File: config.mk
export PLATFORM = sky130hd
export DESIGN_NAME = bp_cce_mode_ctrl
export DESIGN_NICKNAME = d
export VERILOG_FILES = /design/src/rtl/bp_cce_mode_ctrl.sv
export SDC_FILE = /design/constraint.sdc
export NUM_CORES = 1
export LEC_CHECK = 0
export ABC_AREA = 1
export CORE_UTILIZATION = 44
export DETAILED_ROUTE_END_ITERATION = 10
export GPL_TIMING_DRIVEN = 0
export PLACE_DENSITY_LB_ADDON = 0.2
export SYNTH_ARGS = -nofsm -noshare
export SYNTH_HDL_FRONTEND = slang
export SYNTH_SLANG_ARGS = --single-unit
File: constraint.sdc
create_clock -name clk_i -period 1.8 [get_ports clk_i]
set_input_delay 0.36 -clock clk_i [delete_from_list [all_inputs] [get_ports clk_i]]
set_output_delay 0.36 -clock clk_i [all_outputs]
set_load 0.03 [all_outputs]
File: src/rtl/bp_cce_mode_ctrl.sv
// CCE mode controller: drains in-flight work before switching between uncached and normal modes,
// and tracks outstanding memory commands with a saturating credit counter.
module bp_cce_mode_ctrl #(
    parameter int unsigned mem_credits_p = 8,
    parameter bit          reset_mode_p  = 1'b0
) (
    input  logic                                 clk_i,
    input  logic                                 reset_i,
    input  logic                                 cfg_mode_i,
    input  logic                                 unit_busy_i,
    input  logic                                 lce_cmd_v_i,
    input  logic                                 mem_cmd_v_i,
    input  logic                                 mem_cmd_ready_i,
    input  logic                                 mem_resp_v_i,
    input  logic                                 mem_resp_yumi_i,
    output logic                                 mode_o,
    output logic                                 req_gate_o,
    output logic                                 mem_cmd_gate_o,
    output logic [$clog2(mem_credits_p+1)-1:0]   credits_o,
    output logic                                 switching_o,
    output logic                                 error_o
);

    localparam int unsigned CredW = $clog2(mem_credits_p + 1);
    localparam logic [CredW-1:0] MaxCred = CredW'(mem_credits_p);

    typedef enum logic [1:0] {StReady, StDrain, StSwitch} state_e;

    state_e           state_q, state_d;
    logic             mode_q, mode_d;
    logic             target_q, target_d;
    logic             err_q, err_d;
    logic [CredW-1:0] cred_q, cred_d;
    logic             inc, dec;

    assign inc = mem_cmd_v_i & mem_cmd_ready_i;
    assign dec = mem_resp_v_i & mem_resp_yumi_i;

    always_comb begin
        state_d  = state_q;
        mode_d   = mode_q;
        target_d = target_q;
        case (state_q)
            StReady: begin
                if (cfg_mode_i != mode_q) begin
                    target_d = cfg_mode_i;
                    state_d  = StDrain;
                end
            end
            StDrain: begin
                if ((cred_q == '0) && !unit_busy_i && !lce_cmd_v_i) begin
                    state_d = StSwitch;
                end
            end
            StSwitch: begin
                mode_d  = target_q;
                state_d = StReady;
            end
            default: state_d = StReady;
        endcase
    end

    // Simultaneous inc and dec cancel, so they never saturate or flag an error.
    always_comb begin
        cred_d = cred_q;
        err_d  = err_q;
        if (inc && !dec) begin
            if (cred_q == MaxCred) begin
                err_d = 1'b1;
            end else begin
                cred_d = cred_q + CredW'(1);
            end
        end else if (dec && !inc) begin
            if (cred_q == '0) begin
                err_d = 1'b1;
            end else begin
                cred_d = cred_q - CredW'(1);
            end
        end
    end

    always_ff @(posedge clk_i) begin
        if (reset_i) begin
            state_q  <= StReady;
            mode_q   <= reset_mode_p;
            target_q <= reset_mode_p;
            cred_q   <= '0;
            err_q    <= 1'b0;
        end else begin
            state_q  <= state_d;
            mode_q   <= mode_d;
            target_q <= target_d;
            cred_q   <= cred_d;
            err_q    <= err_d;
        end
    end

    assign mode_o         = mode_q;
    assign req_gate_o     = (state_q != StReady);
    assign switching_o    = (state_q != StReady);
    assign credits_o      = cred_q;
    assign mem_cmd_gate_o = (cred_q == MaxCred);
    assign error_o        = err_q;

endmodule

==> results.md, run 1 <==
* Area after DPL at 768 um^2
* Worst Path Class, Setup: register to output pin
* Count of cell types in the netlist at 21
* Setup TNS at 0 ns
* Clock slew at reported path FFs at 0.05 ns
* Total CTS buffers at 3
* Max-Cap Viols at 0
* DIE AREA at 0.00147 mm^2
* Worst path bufs/invs at 1
* Skew final at 0.00585 ns
* Arrival time of the worst setup path at 1.37 ns
* R2R cell count at 6
* Pre-CTS setup slack at -0.346 ns
* Hold Crit Endpoint: error_o$_SDFFE_PP0P_
* Seq/Total Area, Yosys at 31.0%
* Critical Path RT at 1.44 ns
* Worst setup margin at 0.0683 ns
* Antenna Nets Post-Route at 0
* Final slew viol count at 0
* Placer Congestion at 0.780
* Syn Inst Count at 82
* Worst ir drop on vdd at 619 uV
* Largest net degree at the start of global routing at 7
* IO Pins at 18
* Most frequent cells in the layout: 17 x nand2_1, 14 x nor2_1, 10 x clkdlybuf4s50_1
* CP startpoint kind: register
* Status: complete, no violations
* CP max-delay cell: clkdlybuf4s50_1
* Slew headroom at 78.9%
* Die W at 38.3 um
* Tot GR Track Use at 18.9%
* Iter 0 DRT Violations at 11
* # port buffers at 17
* Clk root buf: clkbuf_4
* Ant. Diodes at 0
* Chip height at 38.3 um
* Hold path cells at 1
* Drc violations at 0
* Area grow syn2layout at 48.5%
* Flop-to-flop setup slack at 0.44 ns
* Final period util at 96.2%
* Drt first pass iters at 4
* Fin cells at 119
* Min cycle time layout at 1.73 ns
* Yosys reg bits at 9
* Placed cells at 113
* Min-Delay Startpoint: error_o$_SDFFE_PP0P_
* Routed WL at 1250 um
* Most common cell after layout, fill and taps aside: nand2_1
* Initial antenna violation count at 0
* Routed vias at 565
* Layout cells sized above 1 at 21.9%
* Core Area at 0.00117 mm^2
* Synth warn at 0
* PwrDens at 981 mW/mm^2
* Vias in the first global route at 496
* CP max FO at 5
* Reg2reg end: credits_o[3]$_SDFFE_PP0P_
* Hold crit path type: register to register
* Post-layout nets at 119
* Fin area at 862 um^2
* Synth Area per Inst at 7.08 um^2
* Initial Util at 49.6%
* First-pass GRT wire length at 1940 um
* Crit-path max cell delay at 0.70 ns
* Final hold vios at 0
* Worst r2r src: credits_o[2]$_SDFFE_PP0P_
* CTS tree: yes
* Row cnt at 12
* CTS hold repair buffers at 0
* F_max at 577 MHz
* Clock Tree Buf Depth at 2
* Worst-margin pin slew at 0.316 ns
* Routed wire length per instance at 10.5 um
* Syn Std Cell Area at 581 um^2
* CP cell instances: clkdlybuf4s50_1
* Final hold slack at 0.474 ns
* Leak Pwr at 0.000445 uW
* Clock sink count at 9
* Syn Nets at 95
* Critical Path End Type: output pin
* Number of vias per cell at 4.75
* Placed wire-length estimate at 923 um
* Worst-Skew Late Latency at 0.26 ns
* CP delay by family, top: buffers and inverters
* RSZ-0062 raised after global routing: no
* Remaining global-route overflow at 0
* Final setup violation count at 0
* CTS H-tree depth at 1
[cells by family after synthesis]
kind of cell	share of synthesized area, %
buf+inv	9.05
simple gates	42.2
flops	31.0
xor+xnor	1.51
fa+ha+maj	9.91
compound gates	6.25
[through the flow]
step | utilization [%] | total power [uW]
after floorplan | - | 547
after detailed placement | 65.6 | 666
after global placement | 65.6 | 659
final | 73.6 | 846
after CTS | 68.4 | 810
after global routing | 73.6 | 914
[report_power, final]
group | internal (uW) | switching (uW) | total (uW)
Sequential | 228 | 38.1 | 266
Combinational | 186 | 243 | 429
Clock | 85.1 | 65.1 | 150
[synthesized netlist by cell type]
cell	n	share of area (%)
nand2_1	19	12
nand2_2	2	2.2
nor2_1	14	9.1
ha_1	3	6.5
xnor2_1	1	1.5
dfxtp_1	9	31
a21oi_1	3	2.6
or2_1	1	1.1
o21ai_0	1	0.86
nand3_1	4	3.4
nand2_4	3	5.8
a21oi_2	1	1.5
nor3_1	2	1.7
nor2_4	1	1.9
buf_4	1	1.3
fa_1	1	3.4
inv_1	9	5.8
o21a_1	1	1.3
inv_2	3	1.9
nor4_2	1	2.2
nand3b_1	2	2.6
[worst max-delay path by stage]
stage / startpoint / end / cells past startpoint
after floorplan: credits_o[3]$_SDFFE_PP0P_ / mem_cmd_gate_o / 2
after global placement: mem_cmd_v_i / credits_o[3]$_SDFFE_PP0P_ / 11
after detailed placement: mem_cmd_v_i / credits_o[3]$_SDFFE_PP0P_ / 11
after CTS: mem_cmd_v_i / credits_o[3]$_SDFFE_PP0P_ / 11
after global routing: mem_resp_yumi_i / credits_o[3]$_SDFFE_PP0P_ / 10
final: credits_o[1]$_SDFFE_PP0P_ / credits_o[1] / 1
[flip-flops by register name, summed over array words and instances, names as in the netlist]
signal     flops
mode_o         1
credits_o      4
state_q        2
error_o        1
target_q       1
[per-layer routing]
metal / up-vias / routed length (um) / GRT usage [%]
met5: - / 0 / 0
met4: 0 / 4 / 2.68
met3: 2 / 69 / 6.98
met2: 15 / 603 / 29.2
met1: 247 / 575 / 25.5
li1: 301 / - / -
[what timing repair did]
action	CTS	global route
resized for setup	4	13
gates cloned	0	0
pin swaps	0	4
endpoints found under the setup margin	4	6
setup buffers	1	1
[final cells by class]
class / count / area (um^2)
Buffer: 1 / 7.51
Clock buffer: 4 / 26.3
Fill cell: 93 / 309
Inverter: 12 / 50.0
Multi-Input combinational cell: 60 / 388
Sequential cell: 9 / 180
Tap cell: 14 / 17.5
Timing Repair Buffer: 19 / 193
Power figures use the tool's default switching activity.
==> run 2, diff against run 1 <==
--- a/config.mk
+++ b/config.mk
@@ -6,7 +6,8 @@
 export NUM_CORES = 1
 export LEC_CHECK = 0
 export ABC_AREA = 1
-export CORE_UTILIZATION = 44
+export CAP_MARGIN = 20
+export CORE_UTILIZATION = 33
 export DETAILED_ROUTE_END_ITERATION = 10
 export GPL_TIMING_DRIVEN = 0
 export PLACE_DENSITY_LB_ADDON = 0.2
==> results.md, run 2 (synthesis results as in run 1) <==
* Status: finished, violations left
* Failing checks: design-rule violations
* IO Pins at 18 (unchanged)
* Worst path bufs/invs at 1 (unchanged)
* Arrival time of the worst setup path at 1.37 ns (about the same)
* Total CTS buffers at 3 (unchanged)
* Clk pwr share at 19.3% (+1.5 points)
* Min-Delay Startpoint: error_o$_SDFFE_PP0P_
* Post-layout nets at 117 (-1.7%)
* Largest net degree at the start of global routing at 7 (unchanged)
* Layout cells sized above 1 at 17.5% (-4.4 points)
* Final period util at 96.1% (-0.10 points)
* Area grow syn2layout at 41.4%
* CP startpoint kind: register
* CTS tree: yes
* Tot GR Track Use at 13.3% (-5.7 points)
* DIE AREA at 0.00193 mm^2 (+31%)
* Most common cell after layout, fill and taps aside: nand2_1
* Drc violations at 1 (+1)
* Worst Path Class, Setup: register to output pin
* Clock Tree Buf Depth at 2 (unchanged)
* R2R cell count at 6 (unchanged)
* CP max FO at 5 (unchanged)
* RSZ-0062 raised after global routing: no
* Initial Util at 36.8% (-13 points)
* Critical path depth at 1 (unchanged)
* Chip height at 43.9 um (+15%)
* Worst-Skew Late Latency at 0.26 ns (about the same)
* Worst-margin pin slew at 0.311 ns (-0.00480 ns)
* Final hold vios at 0 (unchanged)
* Pre-CTS setup slack at -0.356 ns (-0.0101 ns)
* Min cycle time layout at 1.73 ns (-0.00182 ns)
* CP max-delay cell: clkdlybuf4s50_1
* Most frequent cells in the layout: 19 x nand2_1, 14 x nor2_1, 11 x clkdlybuf4s50_1
* Worst ir drop on vdd at 520 uV (-16%)
* Iter 0 DRT Violations at 14 (+3)
* Core Area at 0.00158 mm^2 (+35%)
* Fin area at 821 um^2 (-4.8%)
* CP cell instances: clkdlybuf4s50_1
* Leak Pwr at 0.000404 uW (-9.1%)
* Reg2reg end: credits_o[3]$_SDFFE_PP0P_
* Setup Buffers After CTS at 0 (-1)
* Comb power frac at 48.1% (-2.6 points)
* Critical Path RT at 1.44 ns (about the same)
* Worst setup margin at 0.0701 ns (+0.00182 ns)
* Worst r2r src: credits_o[2]$_SDFFE_PP0P_
* Ant. Diodes at 0 (unchanged)
* Sequential power share at 32.6% (+1.1 points)
* Placed wire-length estimate at 849 um (-8.0%)
* Clock sink count at 9 (unchanged)
* # port buffers at 17 (unchanged)
* Final slew viol count at 0 (unchanged)
* PwrDens at 995 mW/mm^2 (+1.4%)
* CP delay by family, top: buffers and inverters
* Skew final at 0.0129 ns (+0.00705 ns)
* Hold crit path type: register to register
* F_max at 578 MHz (+0.10%)
* NetSw at 339 uW (-2.1%)
* Remaining global-route overflow at 0 (unchanged)
* Routed WL at 1130 um (-9.9%)
* Slew headroom at 79.2% (+0.29 points)
* Clk root buf: clkbuf_4
* Critical Path End Type: output pin
* First-pass GRT wire length at 1820 um (-6.0%)
* Max FFs per register at 4 (unchanged)
* Drt first pass iters at 7 (+3)
* Area after DPL at 771 um^2 (+0.33%)
* Placer Congestion at 0.723 (-7.2%)
* Vias in the first global route at 421 (-15%)
* Initial antenna violation count at 0 (unchanged)
* Crit path capture: credits_o[3]
* Row cnt at 14 (+2)
* Placed cells at 115 (+1.8%)
* CP Launch Point: credits_o[3]$_SDFFE_PP0P_
* Flop-to-flop setup slack at 0.45 ns (about the same)
* Routed vias at 538 (-4.8%)
* Routed wire length per instance at 9.48 um (-9.9%)
* Die W at 43.9 um (+15%)
* Switching share of power at 41.5% (+0.56 points)
* Max-Cap Viols at 0 (unchanged)
* CTS H-tree depth at 1 (unchanged)
* Antenna Nets Post-Route at 0 (unchanged)
* Setup TNS at 0 ns (unchanged)
* Crit-path max cell delay at 0.70 ns (about the same)
* Fin cells at 119 (unchanged)
* Final setup violation count at 0 (unchanged)
* Cell Int Power at 478 uW (-4.4%)
* CTS hold repair buffers at 0 (unchanged)
* Clock slew at reported path FFs at 0.07 ns (+0.02 ns)
* Number of vias per cell at 4.52 (-4.8%)
-- run 2: final cells by class --
class	count	area, um^2
Clock buffer	4	26.3
Timing Repair Buffer	17	166
Buffer	1	7.51
Fill cell	166	756
Inverter	12	47.5
Tap cell	16	20.0
Sequential cell	9	180
Multi-Input combinational cell	60	373
-- run 2: per-stage QoR --
step           power, uW  hold WS [ns]  utilization (%)
2_1_floorplan        547         0.429                -
3_3_place_gp         663         0.457             48.9
3_5_place_dp         666         0.461             48.9
4_1_cts              820         0.483             51.1
5_1_grt              892         0.506             52.1
6_report             817         0.474             52.1
-- run 2: per-layer routing --
| layer | vias up | GRT usage, % | wire [um] |
|---|---|---|---|
| li1 | 294 | - | - |
| met1 | 228 | 18.8 | 593 |
| met2 | 16 | 16.4 | 441 |
| met3 | 0 | 8.33 | 93 |
| met4 | 0 | 3.64 | 0 |
| met5 | - | 0 | 0 |
-- run 2: what timing repair did --
action,CTS,global route
setup endpoints to repair,6,4
gates resized for setup,7,4
pin swaps,0,2
-- run 2: power by group through the flow --
stage	Combinational (uW)	Sequential [uW]	Clock (uW)
6_report	393	266	158
5_1_grt	439	273	181
4_1_cts	390	267	163
3_5_place_dp	397	269	0
3_3_place_gp	393	270	0
2_1_floorplan	238	309	0
-- run 2: how the worst min path moves through the flow --
stage / end / slack, ns / depth (start not counted)
finish: error_o$_SDFFE_PP0P_ / 0.47 / 1
global route: error_o$_SDFFE_PP0P_ / 0.51 / 1
CTS: error_o$_SDFFE_PP0P_ / 0.48 / 1
detailed placement: error_o$_SDFFE_PP0P_ / 0.46 / 1
global placement: error_o$_SDFFE_PP0P_ / 0.46 / 1
floorplan: state_q[0]$_SDFFE_PP0P_ / 0.43 / 1
